[src/rtl/data_link_pkg.sv]
`default_nettype none
// ============================================================================
// Module      : data_link_pkg
// Description : Constants shared by both ends of the 2-bit <-> 8-bit link so
//               transmitter and receiver agree on symbols per word.
// Revision    : 1.0 - initial release
// ============================================================================
package data_link_pkg;

   localparam int DIN_W_DEF    = 8;
   localparam int DOUT_W_DEF   = 2;
   localparam int SYM_PER_WORD = DIN_W_DEF / DOUT_W_DEF;
   localparam int CNT_W        = $clog2(SYM_PER_WORD + 1);

   // The counter must hold the full value N as well as zero.
   function automatic int cnt_width(input int din_w, input int dout_w);
      return $clog2((din_w / dout_w) + 1);
   endfunction

   function automatic bit width_ok(input int din_w, input int dout_w);
      return (dout_w > 0) && ((din_w % dout_w) == 0);
   endfunction

endpackage
`default_nettype wire

[src/rtl/data_split_hold_buf.sv]
`default_nettype none
// ============================================================================
// Module      : data_split_hold_buf
// Description : One-entry holding register; a load wins over a drain.
// Revision    : 1.0 - initial release
// ============================================================================
module data_split_hold_buf #(
   parameter int W = 8
) (
   input  logic         clk,
   input  logic         rst,
   input  logic         load_i,
   input  logic         drain_i,
   input  logic [W-1:0] data_i,
   output logic [W-1:0] data_o,
   output logic         valid_o
);

   logic [W-1:0] data_q, data_d;
   logic         valid_q, valid_d;

   always_comb begin
      data_d  = data_q;
      valid_d = valid_q;
      if (load_i) begin
         data_d  = data_i;
         valid_d = 1'b1;
      end else if (drain_i) begin
         valid_d = 1'b0;
      end
   end

   always_ff @(posedge clk) begin
      if (rst) begin
         data_q  <= '0;
         valid_q <= 1'b0;
      end else begin
         data_q  <= data_d;
         valid_q <= valid_d;
      end
   end

   assign data_o  = data_q;
   assign valid_o = valid_q;

endmodule
`default_nettype wire

[src/rtl/data_split.sv]
`default_nettype none
// ============================================================================
// Module      : data_split
// Description : Parallel-to-serial transmitter, MSB-first symbols, with a
//               one-word holding buffer for gapless back-to-back words.
// Revision    : 1.0 - initial release
// ============================================================================
module data_split
   import data_link_pkg::*;
#(
   parameter int DIN_W  = DIN_W_DEF,
   parameter int DOUT_W = DOUT_W_DEF
) (
   input  logic              clk,
   input  logic              rst,
   input  logic [DIN_W-1:0]  din,
   input  logic              din_valid,
   output logic              din_ready,
   output logic [DOUT_W-1:0] dout,
   output logic              dout_en,
   output logic              dout_last,
   output logic              busy
);

   localparam int                N     = DIN_W / DOUT_W;
   localparam int                CNT_W = cnt_width(DIN_W, DOUT_W);
   localparam logic [CNT_W-1:0]  C_N   = CNT_W'(N);

   if (!width_ok(DIN_W, DOUT_W)) begin : g_width_chk
      $error("data_split: DIN_W must be an integer multiple of DOUT_W");
   end

   logic [DIN_W-1:0] sh_data_q, sh_data_d;
   logic [CNT_W-1:0] sh_cnt_q, sh_cnt_d;
   logic [DIN_W-1:0] w_hold_data;
   logic             w_hold_valid;
   logic             w_active;
   logic             w_last;
   logic             w_free;
   logic             w_accept;
   logic             w_hold_load;
   logic             w_hold_drain;

   assign w_active = (sh_cnt_q != '0);
   assign w_last   = w_active && (sh_cnt_q == CNT_W'(1));
   // The shifter can take a new word on the edge that retires its last symbol.
   assign w_free   = !w_active || w_last;
   assign w_accept = din_valid && din_ready;

   // Hold is drained first, so a word arriving alongside a drain must queue.
   assign w_hold_drain = w_free && w_hold_valid;
   assign w_hold_load  = w_accept && (!w_free || w_hold_valid);

   data_split_hold_buf #(
      .W (DIN_W)
   ) u_hold_buf (
      .clk     (clk),
      .rst     (rst),
      .load_i  (w_hold_load),
      .drain_i (w_hold_drain),
      .data_i  (din),
      .data_o  (w_hold_data),
      .valid_o (w_hold_valid)
   );

   always_comb begin
      sh_data_d = sh_data_q;
      sh_cnt_d  = sh_cnt_q;
      if (w_free && w_hold_valid) begin
         sh_data_d = w_hold_data;
         sh_cnt_d  = C_N;
      end else if (w_free && w_accept) begin
         sh_data_d = din;
         sh_cnt_d  = C_N;
      end else if (w_active) begin
         sh_data_d = sh_data_q << DOUT_W;
         sh_cnt_d  = sh_cnt_q - CNT_W'(1);
      end
   end

   always_ff @(posedge clk) begin
      if (rst) begin
         sh_data_q <= '0;
         sh_cnt_q  <= '0;
      end else begin
         sh_data_q <= sh_data_d;
         sh_cnt_q  <= sh_cnt_d;
      end
   end

   assign dout      = sh_data_q[DIN_W-1 -: DOUT_W];
   assign dout_en   = w_active;
   assign dout_last = w_last;
   assign din_ready = !w_hold_valid && !rst;
   assign busy      = w_active || w_hold_valid;

endmodule
`default_nettype wire

[config.mk]
export PLATFORM = sky130hd
export DESIGN_NAME = data_split
export DESIGN_NICKNAME = d
export VERILOG_FILES = /design/src/rtl/data_link_pkg.sv /design/src/rtl/data_split_hold_buf.sv /design/src/rtl/data_split.sv
export SDC_FILE = /design/constraint.sdc
export NUM_CORES = 1
export LEC_CHECK = 0
export BUFFER_PORTS_ARGS = -buffer_cell sky130_fd_sc_hd__buf_2
export CORE_MARGIN = 2
export CORE_UTILIZATION = 41
export DETAILED_ROUTE_END_ITERATION = 7
export PLACE_DENSITY = 0.6
export SYNTH_ARGS = -nofsm -noshare
export SYNTH_HDL_FRONTEND = slang
export SYNTH_SLANG_ARGS = --single-unit
[constraint.sdc]
create_clock -name clk -period 2.5 [get_ports clk]
set_clock_uncertainty 0.2 [all_clocks]
set_input_delay 0.5 -clock clk [delete_from_list [all_inputs] [get_ports clk]]
set_output_delay 0.5 -clock clk [all_outputs]
set_load 0.05 [all_outputs]
==> results.yml <==
routing:
  finalWirelength_um: 2080
  viasPerCell: 5.46
  drc: 0
  drtIter0Drc: 8
  dr.pass1.iters: 4
  wire_per_inst_um: 13.7
  ant_nets: 0
  num_vias: 830
yosys:
  yosysSeqAreaShare_pct: 40.4
  synth_area_leaders: "dfxtp_1, mux2i_1, nor3_1"
  async_flop_share_pct: 0
  synth_top_area_cell: "dfxtp_1"
  synthesis.nets: 122
  yosys-top-cells-count: "dfxtp_1, mux2i_1, nor2_1"
  synth_seq_cells: 20
  ys_warn_count: 0
  yosysMostFrequentCell: "dfxtp_1"
  yosysUniqueCellTypes: 30
  synth.avg_cell_area_um2: 9.19
  synth_top_area_share_pct: 40.4
  netlist_area_um2: 992
  syn_inst: 108
  synth_ff_type: "dfxtp_1"
  synth_edf_count: 0
final_layout:
  drive_gt1_share_pct: 27.4
  post-route-util_pct: 51.7
  multi_input_area_um2: 542
  antenna_cells: 0
  nets: 139
  nFillCells: 237
  seq_area_um2: 402
  area_growth_pct: 17.5
cts:
  cts-resized-gates: 3
  cts_setup_buffers: 0
  cts_sinks: 20
  path_clk_slew_ns: 0.12
  cts_buffers: 3
  clockBufferDepth: 2
  cts_tree: "done"
  cts_root_buffer: "clkbuf_4"
  clk_latency_ns: 0.31
  holdBufCountCts: 0
  htree_levels: 1
sta:
  setup_viol: 0
  min_period_ns: 2.41
  finalCritPeriodShare_pct: 96.4
  finalHoldViolCount: 0
  setup_slack_ns: 0.0912
  slew_viol_final: 0
  worstMarginPinSlew_ns: 0.440
  rsz0062_at_grt: "no"
  clock.fmax_mhz: 415
  timing.slew.headroom_pct: 70.6
  tns_ns: 0
setup_path:
  cp_slowest_stage_delay_ns: 0.36
  rr_endpoint: "u_hold_buf.data_o[5]"
  cp.required_ns: 1.80
  path_cells: "inv_2 > ha_4 > or2b_4 > or2_2 > buf_4"
  rr_startpoint: "sh_cnt_q[1]"
  cp.arrival_ns: 1.71
  critPathLaunchType: "register"
  r2r_cells: 7
  critPathCaptureType: "primary output"
  cp_max_fo: 6
  crit_slowest_cell: "dfxtp_2"
  crit_path_start: "sh_cnt_q[0]"
  worstSetupPathType: "register to primary output"
  rrSetupSlack_ns: 0.60
  endpoint: "busy"
power_and_ir_drop:
  ir_drop_mv: 0.714
  power_leakage_uw: 0.000515
  power_density_mw_per_mm2: 1100
global_route:
  grt_pass1_wl_um: 3440
  antenna_found_initial: 0
  grt_overflow: 0
  grt_pass1_vias: 739
  grtUsageTotal_pct: 17.3
  grt_max_degree: 20
outcome:
  status: "complete, no violations"
floorplan:
  die_x_um: 53.2
  die_h_um: 53.2
  ios: 17
  num_rows: 17
  start_util_pct: 44.0
  die_area_mm2: 0.00283
  core-area_mm2: 0.00225
placed_design:
  hpwlAfterDp_um: 1480
  preCtsSetupSlack_ns: 0.298
  place.gp.congestion: 0.750
  portBuffers: 16
run:
  drv_cap: 0
hold_path:
  hold_path_class: "input pin to register"
## placed cells by master, fill, tap and decap left out, types with 2 or more instances in the layout
master,instances
nor2_1,14
nand2_1,6
clkbuf_4,3
inv_2,2
dfxtp_1,19
nor3_1,11
ha_1,2
mux2i_1,14
o221ai_1,5
a221oi_1,2
buf_2,15
inv_1,6
o21ai_0,2
buf_4,4
## per-layer routing
| layer | GRT usage, % | share of wire, % |
|---|---|---|
| met5 | 0 | 0 |
| met4 | 5.13 | 1.3 |
| met3 | 5.08 | 5.0 |
| met2 | 27.5 | 49 |
| met1 | 22.6 | 45 |
## cells by family after synthesis
logic type	Yosys count	share of synthesized area (%)
buf+inv	15	6.68
mux	15	15.3
xor+xnor	1	0.883
compound gates	13	11.0
flops	20	40.4
fa+ha+maj	3	3.78
simple gates	41	22.1
## flip-flops by register name, indices dropped and copies added, names as in the netlist
register,count
sh_cnt_q,3
u_hold_buf.data_o,8
u_hold_buf.valid_o,1
sh_data_q,8
## power breakdown
part           switching, uW  total (uW)  internal, uW
Combinational            350         577           228
Sequential              55.7         439           384
Clock                    104         266           162
## stage by stage
| stage | power [uW] | cells | hold WS (ns) | instance area [um2] |
|---|---|---|---|---|
| finish | 1280 | 152 | 0.224 | 1170 |
| CTS | 1270 | 152 | 0.223 | 1150 |
| global route | 1370 | 152 | 0.237 | 1170 |
| global placement | 971 | 148 | 0.239 | 1090 |
| detailed placement | 983 | 148 | 0.254 | 1090 |
| floorplan | 874 | 108 | 0.232 | 992 |
## layout make-up
type,count,area share (%)
flip-flops and latches,20,34.4
clock inverters,1,2.58
clock buffers,3,1.93
well taps,28,3.00
repair buffers,19,9.01
inverters,8,2.58
multi-input cells,73,46.5
## worst min-delay path by stage
| stage | from | endpoint | slack (ns) | cells after the start |
|---|---|---|---|---|
| finish | din[2] | u_hold_buf.data_o[2] | 0.22 | 3 |
| floorplan | u_hold_buf.data_o[2] | sh_data_q[2] | 0.23 | 2 |
| CTS | din[2] | u_hold_buf.data_o[2] | 0.22 | 3 |
| detailed placement | u_hold_buf.data_o[5] | sh_data_q[5] | 0.25 | 2 |
| global placement | u_hold_buf.data_o[5] | sh_data_q[5] | 0.24 | 2 |
| global route | din[4] | u_hold_buf.data_o[4] | 0.24 | 3 |
## critical path, delay by kind of cell, from the launching register on
kind	cells	cell delay [ns]
simple gates	2	0.61
fa+ha+maj	1	0.16
buf+inv	2	0.27
flops	1	0.36
Power figures use the tool's default switching activity.
